## src/rtl/axi_port_mux.sv

```systemverilog
// Binds each upstream AXI master to one downstream NI port on request and routes its
// traffic there; outstanding writes/reads are tracked so a port is released only once drained.
module axi_port_mux #(
    parameter int NOC_SIZE   = 4,
    parameter int N_MST      = 2,
    parameter int N_SLV      = NOC_SIZE,
    parameter int MAX_OUTSTD = 4,
    parameter int ADDR_W     = 8,
    parameter int DATA_W     = 8,
    localparam int SEL_W  = (N_SLV > 1) ? $clog2(N_SLV) : 1,
    localparam int MOSI_W = 2 * ADDR_W + DATA_W + 6,
    localparam int MISO_W = DATA_W + 8
) (
    input  logic                    clk_axi,
    input  logic                    arst_axi,
    input  logic [N_MST-1:0]        act_i,
    input  logic [N_MST*SEL_W-1:0]  sel_i,
    input  logic [N_MST*MOSI_W-1:0] m_mosi_i,
    output logic [N_MST*MISO_W-1:0] m_miso_o,
    output logic [N_SLV*MOSI_W-1:0] s_mosi_o,
    input  logic [N_SLV*MISO_W-1:0] s_miso_i,
    output logic [N_MST-1:0]        bound_o,
    output logic [N_MST-1:0]        conflict_o
);

    localparam int CNT_W = $clog2(MAX_OUTSTD + 1);
    localparam logic [CNT_W-1:0] CNT_MAX = CNT_W'(MAX_OUTSTD);

    // mosi: {awvalid, awaddr, wvalid, wdata, wlast, bready, arvalid, araddr, rready}
    // miso: {awready, wready, bvalid, bresp[1:0], arready, rvalid, rdata, rlast}
    localparam int M_RREADY  = 0;
    localparam int M_ARVALID = ADDR_W + 1;
    localparam int M_BREADY  = ADDR_W + 2;
    localparam int M_AWVALID = 2 * ADDR_W + DATA_W + 5;
    localparam int S_RLAST   = 0;
    localparam int S_RVALID  = DATA_W + 1;
    localparam int S_ARREADY = DATA_W + 2;
    localparam int S_BVALID  = DATA_W + 5;
    localparam int S_AWREADY = DATA_W + 7;

    typedef enum logic [1:0] {IDLE, BOUND, DRAIN} state_t;

    state_t           state_reg   [N_MST];
    state_t           state_next  [N_MST];
    logic [SEL_W-1:0] port_reg    [N_MST];
    logic [SEL_W-1:0] port_next   [N_MST];
    logic [CNT_W-1:0] wr_cnt_reg  [N_MST];
    logic [CNT_W-1:0] wr_cnt_next [N_MST];
    logic [CNT_W-1:0] rd_cnt_reg  [N_MST];
    logic [CNT_W-1:0] rd_cnt_next [N_MST];
    logic [N_MST-1:0] conflict_reg, conflict_next;

    logic [SEL_W-1:0]  sel_in  [N_MST];
    logic [MOSI_W-1:0] mosi_in [N_MST];
    logic [MISO_W-1:0] miso_in [N_SLV];
    logic [MOSI_W-1:0] mosi_m  [N_MST];
    logic [MISO_W-1:0] miso_m  [N_MST];
    logic [MOSI_W-1:0] mosi_s  [N_SLV];
    logic [N_MST-1:0]  route, aw_hs, b_hs, ar_hs, rl_hs, blocked;

    genvar gi;
    generate
        for (gi = 0; gi < N_MST; gi++) begin : g_mst
            assign sel_in[gi]                        = sel_i[gi*SEL_W +: SEL_W];
            assign mosi_in[gi]                       = m_mosi_i[gi*MOSI_W +: MOSI_W];
            assign m_miso_o[gi*MISO_W +: MISO_W]     = miso_m[gi];
            assign bound_o[gi]                       = (state_reg[gi] != IDLE);
        end
        for (gi = 0; gi < N_SLV; gi++) begin : g_slv
            assign miso_in[gi]                       = s_miso_i[gi*MISO_W +: MISO_W];
            assign s_mosi_o[gi*MOSI_W +: MOSI_W]     = mosi_s[gi];
        end
    endgenerate

    assign conflict_o = conflict_reg;

    always_ff @(posedge clk_axi) begin
        if (arst_axi) begin
            for (int m = 0; m < N_MST; m++) begin
                state_reg[m]  <= IDLE;
                port_reg[m]   <= '0;
                wr_cnt_reg[m] <= '0;
                rd_cnt_reg[m] <= '0;
            end
            conflict_reg <= '0;
        end else begin
            for (int m = 0; m < N_MST; m++) begin
                state_reg[m]  <= state_next[m];
                port_reg[m]   <= port_next[m];
                wr_cnt_reg[m] <= wr_cnt_next[m];
                rd_cnt_reg[m] <= rd_cnt_next[m];
            end
            conflict_reg <= conflict_next;
        end
    end

    always_comb begin
        conflict_next = conflict_reg;
        blocked       = '0;
        for (int m = 0; m < N_MST; m++) begin
            state_next[m]  = state_reg[m];
            port_next[m]   = port_reg[m];
            wr_cnt_next[m] = wr_cnt_reg[m];
            rd_cnt_next[m] = rd_cnt_reg[m];
            // A response arriving with nothing outstanding is dropped.
            if (aw_hs[m] && !b_hs[m])
                wr_cnt_next[m] = wr_cnt_reg[m] + CNT_W'(1);
            else if (b_hs[m] && !aw_hs[m] && wr_cnt_reg[m] != '0)
                wr_cnt_next[m] = wr_cnt_reg[m] - CNT_W'(1);
            if (ar_hs[m] && !rl_hs[m])
                rd_cnt_next[m] = rd_cnt_reg[m] + CNT_W'(1);
            else if (rl_hs[m] && !ar_hs[m] && rd_cnt_reg[m] != '0)
                rd_cnt_next[m] = rd_cnt_reg[m] - CNT_W'(1);
            for (int j = 0; j < N_MST; j++) begin
                if (j != m && state_reg[j] != IDLE && port_reg[j] == sel_in[m])
                    blocked[m] = 1'b1;
                if (j < m && state_reg[j] == IDLE && act_i[j] && sel_in[j] == sel_in[m])
                    blocked[m] = 1'b1;
            end
            case (state_reg[m])
                IDLE: begin
                    if (act_i[m]) begin
                        if (blocked[m]) begin
                            conflict_next[m] = 1'b1;
                        end else if (int'(sel_in[m]) < N_SLV) begin
                            state_next[m] = BOUND;
                            port_next[m]  = sel_in[m];
                        end
                    end
                end
                BOUND: begin
                    if (!act_i[m] || sel_in[m] != port_reg[m])
                        state_next[m] = (wr_cnt_next[m] != '0 || rd_cnt_next[m] != '0) ? DRAIN : IDLE;
                end
                DRAIN: begin
                    if (wr_cnt_next[m] == '0 && rd_cnt_next[m] == '0)
                        state_next[m] = IDLE;
                end
                default: state_next[m] = IDLE;
            endcase
        end
    end

    always_comb begin
        for (int m = 0; m < N_MST; m++) begin
            route[m]  = (state_reg[m] != IDLE) && !arst_axi;
            mosi_m[m] = route[m] ? mosi_in[m] : '0;
            miso_m[m] = route[m] ? miso_in[port_reg[m]] : '0;
            // New requests are held off while draining or once the outstanding limit is hit.
            if (state_reg[m] == DRAIN || wr_cnt_reg[m] == CNT_MAX) begin
                mosi_m[m][M_AWVALID] = 1'b0;
                miso_m[m][S_AWREADY] = 1'b0;
            end
            if (state_reg[m] == DRAIN || rd_cnt_reg[m] == CNT_MAX) begin
                mosi_m[m][M_ARVALID] = 1'b0;
                miso_m[m][S_ARREADY] = 1'b0;
            end
            aw_hs[m] = mosi_m[m][M_AWVALID] & miso_m[m][S_AWREADY];
            b_hs[m]  = miso_m[m][S_BVALID]  & mosi_m[m][M_BREADY];
            ar_hs[m] = mosi_m[m][M_ARVALID] & miso_m[m][S_ARREADY];
            rl_hs[m] = miso_m[m][S_RVALID]  & mosi_m[m][M_RREADY] & miso_m[m][S_RLAST];
        end
        for (int p = 0; p < N_SLV; p++) begin
            mosi_s[p] = '0;
            for (int m = 0; m < N_MST; m++) begin
                if (route[m] && int'(port_reg[m]) == p)
                    mosi_s[p] = mosi_s[p] | mosi_m[m];
            end
        end
    end

endmodule

```

## config.mk

```make
export PLATFORM = sky130hd
export DESIGN_NAME = axi_port_mux
export DESIGN_NICKNAME = d
export VERILOG_FILES = /design/src/rtl/axi_port_mux.sv
export SDC_FILE = /design/constraint.sdc
export NUM_CORES = 1
export LEC_CHECK = 0
export ABC_CLOCK_PERIOD_IN_PS = 4000
export BUFFER_PORTS_ARGS = -buffer_cell sky130_fd_sc_hd__buf_2
export CAP_MARGIN = 20
export CORE_AREA = 5 5 108 110
export CTS_BUF_LIST = sky130_fd_sc_hd__clkbuf_4 sky130_fd_sc_hd__clkbuf_8
export CTS_CLUSTER_DIAMETER = 150
export CTS_CLUSTER_SIZE = 24
export DETAILED_ROUTE_END_ITERATION = 7
export DIE_AREA = 0 0 113 115
export PLACE_DENSITY = 0.7
export SKIP_CTS_REPAIR_TIMING = 1
export SYNTH_ARGS = -nofsm -noshare
export SYNTH_HDL_FRONTEND = slang
export SYNTH_SLANG_ARGS = --single-unit
```

## constraint.sdc

```tcl
create_clock -name clk_axi -period 4 [get_ports clk_axi]
set_input_delay 1 -clock clk_axi [delete_from_list [all_inputs] [get_ports clk_axi]]
set_output_delay 1 -clock clk_axi [all_outputs]
set_load 0.02 [all_outputs]
```

# == Word-level counts from Yosys, hierarchy flattened ==
# Memory sizes are Yosys's and may differ from the RTL's.
# Index checks and enable logic that the tools add are counted.
# totals
register_bits,2
ramBits,20
inputBits,132
output_inout_bits,156
wordCells,192
mem_count,4
# op_classes
n_addsub,8
order_cmp,2
eq_ne,19
muxes,66
bitwise,24
n_reduce_logical,67
# mem_list
name,words,word_bits,rd,rd_ports_with_merged_regs,wr,line_no,text
rd_cnt_reg,2,3,2,0,2,49,logic [CNT_W-1:0] rd_cnt_reg [N_MST];
wr_cnt_reg,2,3,2,0,2,47,logic [CNT_W-1:0] wr_cnt_reg [N_MST];
port_reg,2,2,2,0,2,45,logic [SEL_W-1:0] port_reg [N_MST];
state_reg,2,2,2,0,2,43,state_t state_reg [N_MST];
# ops
cell,count
$mux 30,10
$or 30x30->30,4
$mux 16,6
$bmux 16 s2,2
$mux 2,20
$mux 3,12
$logic_and 1x1->1,28
$reduce_bool 3->1,8
$mux 1,14
$add 3x1->3 const B,4
$eq 2x2->1 const B,6
$eq 3x3->1 const B,4
$logic_not 3->1,4
$pmux 2 s3,2
$sub 3x1->3 const B,4
$logic_not 1->1,11
$and 1x1->1,10
$eq 2x1->1 const B,4
$logic_not 2->1,4
$logic_or 1x1->1,8
$or 1x1->1,8
$eq 2x2->1,3
$ge 3x3->1 const B,2
$not 2->3,2
3 further kinds,6

# == Depth between registers and ports, before layout ==
# depth
depth_word,18
mapped_depth,9
depth_no_buf,8

# == Least setup slack after synthesis ==
# Ideal clock, no wire load.
# synth_path
kind,in2out
from,in arst_axi
to,out s_mosi_o[40]
t_arrival_ns,2.556
t_required_ns,3.000
path_slack_ns,0.444
stages,7
n_path_buf,3
cell_sequence,clkbuf_1 -> or2_2 -> clkbuf_1 -> nor2_1 -> clkbuf_1 -> nand2_1 -> o21ai_0
# synth_via
elab_chain_len,6
elab_cells_between_ends,10
cone_classes,mux (4); bitwise (1); reduce/logical (5)
# synth_lines
element,line_no,text
from (decl),15,"input logic arst_axi,"
$logic_not 1->1 *,146,route[m] = (state_reg[m] != IDLE) && !arst_axi;
$logic_and 1x1->1,146,
$mux 30 or $logic_and 1x1->1 (tied branches),"147, 166",
$mux 30,166,if (route[m] && int'(port_reg[m]) == p)
$or 30x30->30,167,mosi_s[p] = mosi_s[p] | mosi_m[m];
$mux 30 *,166,
to (decl),20,"output logic [N_SLV*MOSI_W-1:0] s_mosi_o,"
# Mark *: on every way between the ends. The rest lies on a longest branch, timed or not.

# == Worst setup path in the final report ==
# layout_path
from,in arst_axi
to,out s_mosi_o[75]
# The elaborated chain is that of the path after synthesis.

==> results.txt <==
- Run status: complete, no violations
* Placement Rows: 38
* GR Overflow Total: 0
- Area growth from synthesis to layout: 43.3%
* Global-route met1 utilization: 31.4%
* Detailed Route Iter0 Violations: 569
* Clock root cell: sky130_fd_sc_hd__clkbuf_8
- After layout, the worst path uses 87.0% of the clock period.
- Worst hold path stage count: 2
* Share of flip-flops with an asynchronous set or reset after synthesis: 0%
- Slew of the pin with the lowest slew margin: around 600 ps
- Worst path arrival time: 2480 ps
- In this run the most critical hold path is launched from conflict_o[0]$_SDFFE_PP0P_.
- Antenna-violating nets left: 0
- Maximum clock skew at final layout: 2.58 ps
- Sequential cell area in the final layout: 440 sq um
- Global routing consumed, on the met3 layer, 6.42% of the routing resources.
* Compound-cell area share of the yosys netlist: 34.5%
- Final setup TNS: 0 ps
- Setup repair after global routing left no endpoint under its margin.
- The first global-routing pass estimated 26800 um of wire.
- The path with the worst hold slack has its endpoint at conflict_o[0]$_SDFFE_PP0P_.
- Maxcap violations: 0
- Max clock buf depth: 2
- The first TritonRoute pass finished after 5 iterations.
- CP max stage delay: 390 ps
* Met2 Use GR: 44.2%
* Antenna violations before repair: 1
- In this design, the critical path's most frequently occurring cell is sky130_fd_sc_hd__buf_2.
* # DRC: 0
* Cell area power density: roughly 180 mW/mm^2
- Post-synthesis area per instance: between 8 and 9 sq um
- Entering global routing, the biggest net connects 29 pins.
- Portion of the post-synthesis area used by sequential elements: 11.5%
- IR analysis of the VDD net gives a maximum drop of approximately 0.14 mV.
- Floorplan core area: ~0.011 sq mm
- Global-route usage over all layers: 25.4%
- Of the total synthesized cell area, the portion taken by XOR and XNOR cells is about 3.2%.
* Summed instance area of the synthesized netlist: 0.00382 sq mm
- Dominant combinational cell family by area after synthesis: compound AO/OA/AOI/OAI gates
- Top_reg_cell synth: sky130_fd_sc_hd__dfxtp_1
- Worst Setup Slack post-DPL: 539 ps
- Highest-utilization routing layer at the global route stage: met2
- Dpl hpwl: about 15000 um
- Worst path top cell family by delay: simple AND/OR/NAND/NOR gates
* Final non-filler cell total: around 850
* Reg clk slew, reported paths: 80 ps
- Area of the multi-input gates: 0.00319 sq mm
- The number of buffers and inverters on the critical path is 3.
* Count of antenna diodes in the layout: 0
- Of all nets on the critical path, the largest fanout is 23.
* Post-synthesis net count: 586
- Once placement completed, the tool counted placed cells totaling 845.
- At the end of the flow, the number of nets in the layout was 854.
- Die area: 0.0130 sq mm
* Initial Utilization: 36.0%
- The clock period could shrink to 3480 ps.
* Max frequency: 287 MHz
- Counting the fill cells in the layout gives 1002.
- Num CTS Buffers: 3
* Final count of pins violating max slew: 0
* Final number of setup-violating endpoints: 0
* Yosys warning count: 0
- TritonCTS built the clock tree.
- Number of enable-type register cells in the synthesized netlist: 0
- In this run the tightest slew margin relative to its limit is 59.6%.
- The die is between 100 and 150 um tall.
* Worst-case reg-to-reg path depth: 7
* Clock insertion delay at the later pin of the skew report: 270 ps
* Cell-by-cell listing of the critical path: buf_2, or2_2, nor2_2, buf_12, a22o_1, buf_2
* Critical path data required time: 3000 ps
- Slowest cell on the critical path: sky130_fd_sc_hd__or2_2
- CTS built an H-tree with a depth of 1.
- The endpoint identified for the worst register-to-register timing path is state_reg[0][3]$_SDFFE_PP0P_.
- Synthesis inferred 22 register bits.
* Global placer's final weighted congestion: 1.08
- Via density per instance: between 6 and 7
- In this run the count of I/O pins placed on the die edge is 288.
- Count of clock tree sinks: 22
* Tightest Hold Check Type: reg2reg
- After detailed routing, the average wire length per cell comes to 21.0 um.
- # port buffers: 287
- Cell leakage power: 2.78 nW
- Portion of netlist area occupied by mux cells: 20.8%
* Type of the setup path with the least slack: in2out
- Startpoint of the worst register-to-register path: port_reg[0][2]$_SDFFE_PP0P_
- Share of synthesized cell area in full adder, half adder and majority cells: 3.93%
* Kind of capture point of the worst setup path: output pin
- Chip Width: between 100 and 150 um
- Setup slack, reg-to-reg: approximately 1100 ps
* Cells after synthesis: 442
- Vias in the first global route: 5137
- For this block, the routed nets add up to 17800 um of wire.
- The worst setup path is launched from a primary input.
- Setup slack closes at 519 ps.
- Share of cells above drive strength 1: approximately half
- The number of failing hold endpoints at the final stage is 0.
* Post-synthesis cell type count: 46
- DR vias: 5185
- Post-synthesis simple-gate area fraction: between 20% and 30%
==> kinds of logic (layout without fill, tap and decap cells) <==
| family | after synthesis | after routing |
|---|---|---|
| AO/OA/AOI/OAI | 162 | 162 |
| XOR/XNOR | 14 | 14 |
| adder cells (fa/ha/maj) | 12 | 12 |
| buffers and inverters | 50 | 317 |
| flip-flops | 22 | 22 |
| multiplexers | 39 | 39 |
| AND/OR/NAND/NOR | 143 | 143 |
==> worst max path at each step <==
stage          slack, ps      endpoint  depth (start not counted)  startpoint
6_report             520  s_mosi_o[75]                          6    arst_axi
5_1_grt              460  s_mosi_o[99]                          5    arst_axi
4_1_cts              530  s_mosi_o[75]                          6    arst_axi
3_5_place_dp         540  s_mosi_o[75]                          6    arst_axi
3_3_place_gp         590  s_mosi_o[10]                          6    arst_axi
2_1_floorplan        440  s_mosi_o[40]                          7    arst_axi
==> cell usage after synthesis, types with 2 or more instances <==
cell	number	share of area (%)
sky130_fd_sc_hd__nand3_1	9	1.2
sky130_fd_sc_hd__and3_1	7	1.1
sky130_fd_sc_hd__a41oi_1	3	0.69
sky130_fd_sc_hd__nand2_1	18	1.8
sky130_fd_sc_hd__o32ai_1	3	0.69
sky130_fd_sc_hd__or2_2	8	1.3
sky130_fd_sc_hd__nand2b_1	4	0.65
sky130_fd_sc_hd__nand3b_1	2	0.39
sky130_fd_sc_hd__nor3_1	5	0.65
sky130_fd_sc_hd__nor2_1	35	3.4
sky130_fd_sc_hd__nand4_1	6	0.98
sky130_fd_sc_hd__buf_6	3	0.88
sky130_fd_sc_hd__o31ai_1	2	0.39
sky130_fd_sc_hd__and2_1	28	4.6
sky130_fd_sc_hd__buf_1	2	0.20
sky130_fd_sc_hd__dfxtp_1	22	12
sky130_fd_sc_hd__a21oi_2	2	0.46
sky130_fd_sc_hd__mux4_2	31	18
sky130_fd_sc_hd__a22o_1	111	25
sky130_fd_sc_hd__xnor2_1	10	2.3
sky130_fd_sc_hd__and4_1	4	0.92
sky130_fd_sc_hd__o21ai_0	9	1.2
sky130_fd_sc_hd__a31oi_1	6	0.98
sky130_fd_sc_hd__o22ai_1	8	1.3
sky130_fd_sc_hd__inv_1	12	1.2
sky130_fd_sc_hd__clkbuf_1	29	2.8
sky130_fd_sc_hd__mux2i_1	7	1.8
sky130_fd_sc_hd__xor2_1	4	0.92
sky130_fd_sc_hd__a21oi_1	10	1.3
sky130_fd_sc_hd__nor2b_1	9	1.5
sky130_fd_sc_hd__ha_1	12	3.9
sky130_fd_sc_hd__a211oi_1	3	0.59
sky130_fd_sc_hd__buf_2	4	0.52
sky130_fd_sc_hd__o21ba_2	2	0.52
==> cell type report <==
cell class	count	share of cell area (%)
inverters	12	0.823
repair buffers	301	28.4
well taps	140	3.20
clock inverters	1	0.548
multi-input cells	370	58.2
clock buffers	3	0.754
flip-flops and latches	22	8.04
==> placed cells by master (no fill, tap or decap), types with 9 or more instances in the layout <==
master	count
sky130_fd_sc_hd__ha_1	12
sky130_fd_sc_hd__xnor2_1	10
sky130_fd_sc_hd__buf_4	13
sky130_fd_sc_hd__dfxtp_1	22
sky130_fd_sc_hd__buf_2	287
sky130_fd_sc_hd__mux4_2	31
sky130_fd_sc_hd__nor2_1	28
sky130_fd_sc_hd__o21ai_0	9
sky130_fd_sc_hd__nor2b_1	9
sky130_fd_sc_hd__inv_1	12
sky130_fd_sc_hd__and2_1	28
sky130_fd_sc_hd__nand3_1	9
sky130_fd_sc_hd__nand2_1	18
sky130_fd_sc_hd__a21oi_1	10
sky130_fd_sc_hd__a22o_1	111
==> layer usage <==
layer	part of all wire [%]	up-vias
met5	0.073	-
met4	2.7	2
met3	10	48
met2	49	372
met1	38	2469
li1	-	2294
==> worst reg2reg max path: cells and delay by family (launching register included) <==
kind,cells,cell delay [ps]
simple gates,3,700
compound gates,2,330
buf+inv,1,410
flops,1,710
mux,1,610
==> per-stage QoR <==
| stage | power, mW | utilization [%] | cell area (sq um) | hold WS [ps] |
|---|---|---|---|---|
| after floorplan | 0.559 | - | 3820 | 462 |
| after global placement | 0.755 | 51.0 | 5400 | 455 |
| after detailed placement | 0.771 | 51.0 | 5400 | 460 |
| after CTS | 0.985 | 51.6 | 5480 | 481 |
| after global routing | 1.04 | 51.6 | 5480 | 523 |
| final | 0.981 | 51.6 | 5480 | 474 |
==> power by group <==
part	total [mW]	switching (mW)	internal, mW
Combinational	0.520	0.293	0.228
Clock	0.212	0.0784	0.134
Sequential	0.249	0.0183	0.230
Total	0.981	0.390	0.592
No activity file was read; power rests on OpenSTA's default activity.
